<file path="src/rtl/l2_flush_walker.sv">
// L2 flush walker: steps (set, way) over the whole cache, plus conflict/stall flags.
// Optional L2_FLUSH_SKIP_EN adds skip_set to jump to way 0 of the next set.
`ifndef REQS_BITS
`define REQS_BITS 4
`endif

module l2_flush_walker #(
  parameter int SETS  = 256,
  parameter int WAYS  = 8,
  parameter int CH    = 2,
  parameter int IDX_W = `REQS_BITS
) (
  input  logic                     clk,
  input  logic                     rst,
  input  logic                     flush_start,
  input  logic                     flush_abort,
  input  logic                     step,
`ifdef L2_FLUSH_SKIP_EN
  input  logic                     skip_set,
`endif
  output logic                     flush_active,
  output logic [$clog2(SETS)-1:0]  flush_set,
  output logic [$clog2(WAYS)-1:0]  flush_way,
  output logic                     flush_last,
  output logic                     flush_done,
  input  logic                     set_set_conflict,
  input  logic                     clr_set_conflict,
  output logic                     set_conflict,
  input  logic [CH-1:0]            set_fwd_stall,
  input  logic [CH-1:0]            clr_fwd_stall,
  output logic [CH-1:0]            fwd_stall,
  output logic                     fwd_stall_any,
  input  logic [CH-1:0]            fwd_stall_i_we,
  input  logic [CH*IDX_W-1:0]      fwd_stall_i_wr_data,
  output logic [CH*IDX_W-1:0]      fwd_stall_i
);

  localparam int SW = $clog2(SETS);
  localparam int WW = $clog2(WAYS);
  localparam logic [SW-1:0] SET_MAX = SW'(SETS - 1);
  localparam logic [WW-1:0] WAY_MAX = WW'(WAYS - 1);

  typedef enum logic [1:0] {
    IDLE = 2'd0,
    WALK = 2'd1,
    DONE = 2'd2
  } state_t;

  state_t        state_q, state_d;
  logic [SW-1:0] set_q, set_d;
  logic [WW-1:0] way_q, way_d;
  logic          skip;

`ifdef L2_FLUSH_SKIP_EN
  assign skip = skip_set;
`else
  assign skip = 1'b0;
`endif

  always_ff @(posedge clk or negedge rst) begin
    if (!rst) begin
      state_q <= IDLE;
      set_q   <= '0;
      way_q   <= '0;
    end else begin
      state_q <= state_d;
      set_q   <= set_d;
      way_q   <= way_d;
    end
  end

  always_comb begin
    state_d = state_q;
    set_d   = set_q;
    way_d   = way_q;
    unique case (state_q)
      IDLE: begin
        if (flush_start) begin
          state_d = WALK;
          set_d   = '0;
          way_d   = '0;
        end
      end
      WALK: begin
        if (flush_abort) begin
          state_d = IDLE;
          set_d   = '0;
          way_d   = '0;
        end else if (step) begin
          // A skip behaves like stepping off the last way of the set
          if (skip || way_q == WAY_MAX) begin
            way_d = '0;
            if (set_q == SET_MAX) begin
              state_d = DONE;
              set_d   = '0;
            end else begin
              set_d = set_q + 1'b1;
            end
          end else begin
            way_d = way_q + 1'b1;
          end
        end
      end
      DONE: state_d = IDLE;
      default: state_d = IDLE;
    endcase
  end

  assign flush_active = (state_q == WALK);
  assign flush_done   = (state_q == DONE);
  assign flush_set    = set_q;
  assign flush_way    = way_q;
  assign flush_last   = flush_active &&
                        set_q == SET_MAX &&
                        way_q == WAY_MAX;

  logic          conflict_q;
  logic [CH-1:0] stall_q;

  always_ff @(posedge clk or negedge rst) begin
    if (!rst) begin
      conflict_q <= 1'b0;
      stall_q    <= '0;
    end else begin
      if (clr_set_conflict)
        conflict_q <= 1'b0;
      else if (set_set_conflict)
        conflict_q <= 1'b1;
      stall_q <= (stall_q | set_fwd_stall) & ~clr_fwd_stall;
    end
  end

  assign set_conflict  = conflict_q;
  assign fwd_stall     = stall_q;
  assign fwd_stall_any = |stall_q;

  logic [IDX_W-1:0] idx_q [CH];

  for (genvar c = 0; c < CH; c++) begin : g_idx
    always_ff @(posedge clk or negedge rst) begin
      if (!rst)
        idx_q[c] <= '0;
      else if (fwd_stall_i_we[c])
        idx_q[c] <= fwd_stall_i_wr_data[c*IDX_W +: IDX_W];
    end
    assign fwd_stall_i[c*IDX_W +: IDX_W] = idx_q[c];
  end

endmodule

</file>
<file path="config.mk">
export PLATFORM = sky130hd
export DESIGN_NAME = l2_flush_walker
export DESIGN_NICKNAME = d
export VERILOG_FILES = /design/src/rtl/l2_flush_walker.sv
export SDC_FILE = /design/constraint.sdc
export NUM_CORES = 1
export LEC_CHECK = 0
export ABC_AREA = 1
export BUFFER_PORTS_ARGS = -buffer_cell sky130_fd_sc_hd__buf_2
export CELL_PAD_IN_SITES_DETAIL_PLACEMENT = 2
export CELL_PAD_IN_SITES_GLOBAL_PLACEMENT = 2
export CORE_MARGIN = 2
export CORE_UTILIZATION = 27
export DETAILED_ROUTE_END_ITERATION = 10
export PLACE_DENSITY = 0.83
export RECOVER_POWER = 100
export SYNTH_ARGS = -nofsm -noshare
export SYNTH_HDL_FRONTEND = slang
export SYNTH_SLANG_ARGS = --single-unit
</file>
<file path="constraint.sdc">
create_clock -name clk -period 1.5 [get_ports clk]
set_input_delay 0.15 -clock clk [delete_from_list [all_inputs] [get_ports clk]]
set_output_delay 0.15 -clock clk [all_outputs]
set_load 0.005 [all_outputs]
</file>
==> key figures <==
Worst setup path
  • Critical Path, Cell by Cell: ha_2 > nand2_4 > nor2_4 > nand2_2 > nor2_1 > buf_2
  • R2r startpoint: flush_set[1]
  • Reg2Reg Capture Point: state_q[0]
  • CP startpoint kind: flop
  • Arr. time, crit path: 1.33 ns
  • Critical path startpoint: flush_set[1]
  • CP Class: reg2out
  • Flop2flop setup slack: 0.10 ns
  • Critical path's slowest cell: dfrtp_1
  • Max FO, Critical Path: 4
  • Req. time, crit path: 1.35 ns
  • CP max stage delay: 0.37 ns
  • Setup crit end kind: output pin
  • Worst r2r path cells: 9

Synth
  • Largest family of logic cells by synthesized area: simple AND/OR/NAND/NOR gates
  • Synth area leaders: dfrtp_1, nand2_1, mux2_2
  • Most frequent cell after synthesis: nand2_1
  • Flops & latches, synth: 24
  • Post-synth top flop: dfrtp_1
  • Sequential area share after synthesis: 0.496
  • Synth Area in Compound Gates: 0.0537
  • Post-synth ARST share: 1.00
  • Post-synthesis mux area share: 0.0744
  • Cell count after synthesis: 130
  • Top post-synthesis cells by count: nand2_1, dfrtp_1, nor2_1
  • Yosys top cell area share: 0.496
  • Net Count, Synth: 154
  • EDFF count, synth: 0
  • XOR/XNOR Fraction of Synth Area: 0.00723
  • Yosys cell types: 24
  • Post-Synth Adder-Cell Area: 0.0310
  • Synthesis Warnings: 0
  • Simple-Gate Fraction of Synth Area: 0.299
  • Syn Area/Cell: 9.32 µm²
  • Yosys top cell by area: dfrtp_1
  • Mapped Area: 1210 µm²

Floorplan
  • Std cell rows: 24
  • I/O Pins: 47
  • Core Area: 4320 µm²
  • Die W: 71.0 µm
  • Die area: 5040 µm²
  • Initial Util: 0.280
  • Vert. Die Dim: 71.0 µm

Final layout
  • Layout cells sized above 1: 0.420
  • Fin nets: 213
  • Seq. cell area: 601 µm²
  • Finished Core Util: 0.383
  • Multi-input logic area: 598 µm²
  • Finished Cell Area: 1660 µm²
  • N_diodes: 0
  • Area grow syn2layout: 36.8%
  • Post-Layout Cell Count: 240
  • Fillers: 509

Global route
  • Total grt overflow: 0
  • Pin count of the biggest net entering global routing: 25
  • Met3 usage: 0.0242
  • Vias in the first global route: 1318
  • Grt met1 use: 0.189
  • Initial antenna violation count: 0
  • First-pass GRT wire length: 6440 µm
  • Tot GR Track Use: 0.163
  • Met2 Usage GRT: 0.306
  • Most used routing layer: met2

Drt
  • DRT antenna net count: 0
  • Via density: 4.80
  • Total Wirelength: 3990 µm
  • DRC viols: 0
  • Via count: 1151
  • Wire per inst: 16.6 µm
  • Drt pass-1 iters: 5
  • DRT iter0 DRCs: 62

Power
  • PD cells: 1270 nW/µm²
  • Maximum VDD drop: 0.651 mV
  • Leak pwr: 0.850 nW

Timing
  • Fmax: 678 MHz
  • RSZ-0062 raised after global routing: true
  • Worst-margin pin slew: 0.618 ns
  • Final-report setup violation count: 0
  • Final Skew: 0.00108 ns
  • Max transition margin: 0.588
  • Period Utilization, post-route: 0.984
  • Post-layout minimum cycle time: 1.48 ns
  • Max Slew Vio Count: 0
  • Hold Vio Cnt, Final: 0

Clocking
  • Clock Tree Buf Depth: 2
  • CTS tree: built
  • Clk pin slew, worst setup/hold paths: 0.09 ns
  • Worst-Skew Late Latency: 0.27 ns
  • TritonCTS sink count: 24
  • Number of clock buffers inserted by TritonCTS: 3
  • CTS root buf: clkbuf_8
  • CTS HTree Levels: 1

Min path
  • Hold-critical path depth: 2
  • Hold Path End: fwd_stall[1]
  • Worst min path class: in2reg
  • Hold_sp: clr_fwd_stall[1]

Status
  • Outcome: finished, final reports clean

Placement
  • Cell Count Post-Placement: 232
  • Routability cong.: 0.777
  • PortBufs: 46
  • Placed cell areas: 1540 µm²
  • Hpwl dp: 3040 µm

Run
  • Count of max-cap constraint violations: 0
## worst max path at each step
stage                               to  slack (ns)  cells after the start
after floorplan           flush_set[0]        0.15                      7
after global placement    flush_set[5]        0.13                      7
after detailed placement  flush_set[5]        0.05                      7
after CTS                   flush_last       0.007                      6
after global routing        flush_last       -0.07                      6
final                       flush_last        0.02                      6
## layout by cell type (no fill, tap or decap), drive strengths merged
cell type,Yosys,layout
nand4,2,2
dfrtp,24,24
clkbuf,0,13
buf,0,43
bufinv,0,1
xor2,1,1
dlygate4sd3,0,1
inv,12,12
ha,3,3
nor2,21,21
o21ai,7,7
o31ai,1,1
nand3,13,13
or2,1,1
nor3,1,1
o21bai,2,2
nand2,34,34
mux2,8,8
## cells by family (layout without fill, tap and decap cells)
kind of cell | count (synthesis) | after routing
muxes | 8 | 8
DFF | 24 | 24
buffers and inverters | 12 | 70
AOI/OAI and AO/OA | 10 | 10
adders and majority gates | 3 | 3
and+or+nand+nor | 72 | 72
xor gates and xnor gates | 1 | 1
## layout make-up
class | instances | share of cell area
flip-flops and latches | 24 | 0.363
multi-input cells | 94 | 0.361
repair buffers | 54 | 0.165
well taps | 52 | 0.0393
inverters | 12 | 0.0287
clock buffers | 3 | 0.0249
clock inverters | 1 | 0.0181
## stage by stage
step | TNS [ns] | hold WS, ns | setup WS (ns) | power [W]
3_3_place_gp | 0 | 0.161 | 0.127 | 0.00146
5_1_grt | -0.147 | 0.0137 | -0.0717 | 0.00223
6_report | 0 | 0.0181 | 0.0243 | 0.00210
4_1_cts | 0 | 0.0112 | 0.00667 | 0.00213
3_5_place_dp | 0 | 0.181 | 0.0485 | 0.00151
2_1_floorplan | 0 | -0.146 | 0.150 | 0.00123
## worst max-delay path: cells and delay by family (launching register included)
kind                       cells  cell delay (ns)
and+or+nand+nor                4             0.34
buffers and inverters          1             0.11
adders and majority gates      1             0.23
DFF                            1             0.37
## registers in the layout, summed over array words and instances (netlist names)
signal        flops
flush_set         8
state_q           2
fwd_stall_i       8
fwd_stall         2
set_conflict      1
flush_way         3
## routing by layer
layer	share of wire	wire length, µm
met5	0	0
met4	0.016	65
met3	0.033	131
met2	0.58	2330
met1	0.37	1460
## power by group
| part | switching [W] | internal, W | leakage, nW |
|---|---|---|---|
| combinational | 0.000472 | 0.000257 | 0.506 |
| sequential | 0.0000594 | 0.000729 | 0.309 |
| clock | 0.000224 | 0.000357 | 0.0357 |
| total | 0.000755 | 0.00134 | 0.850 |
## what timing repair did
action / CTS / global route
hold endpoints to repair: 24 / 0
pin swaps: 0 / 2
gates resized for setup: 3 / 6
hold buffers: 1 / 0
buffers inserted: 2 / 1
endpoints found under the setup margin: 1 / 9
Power figures use the tool's default switching activity.
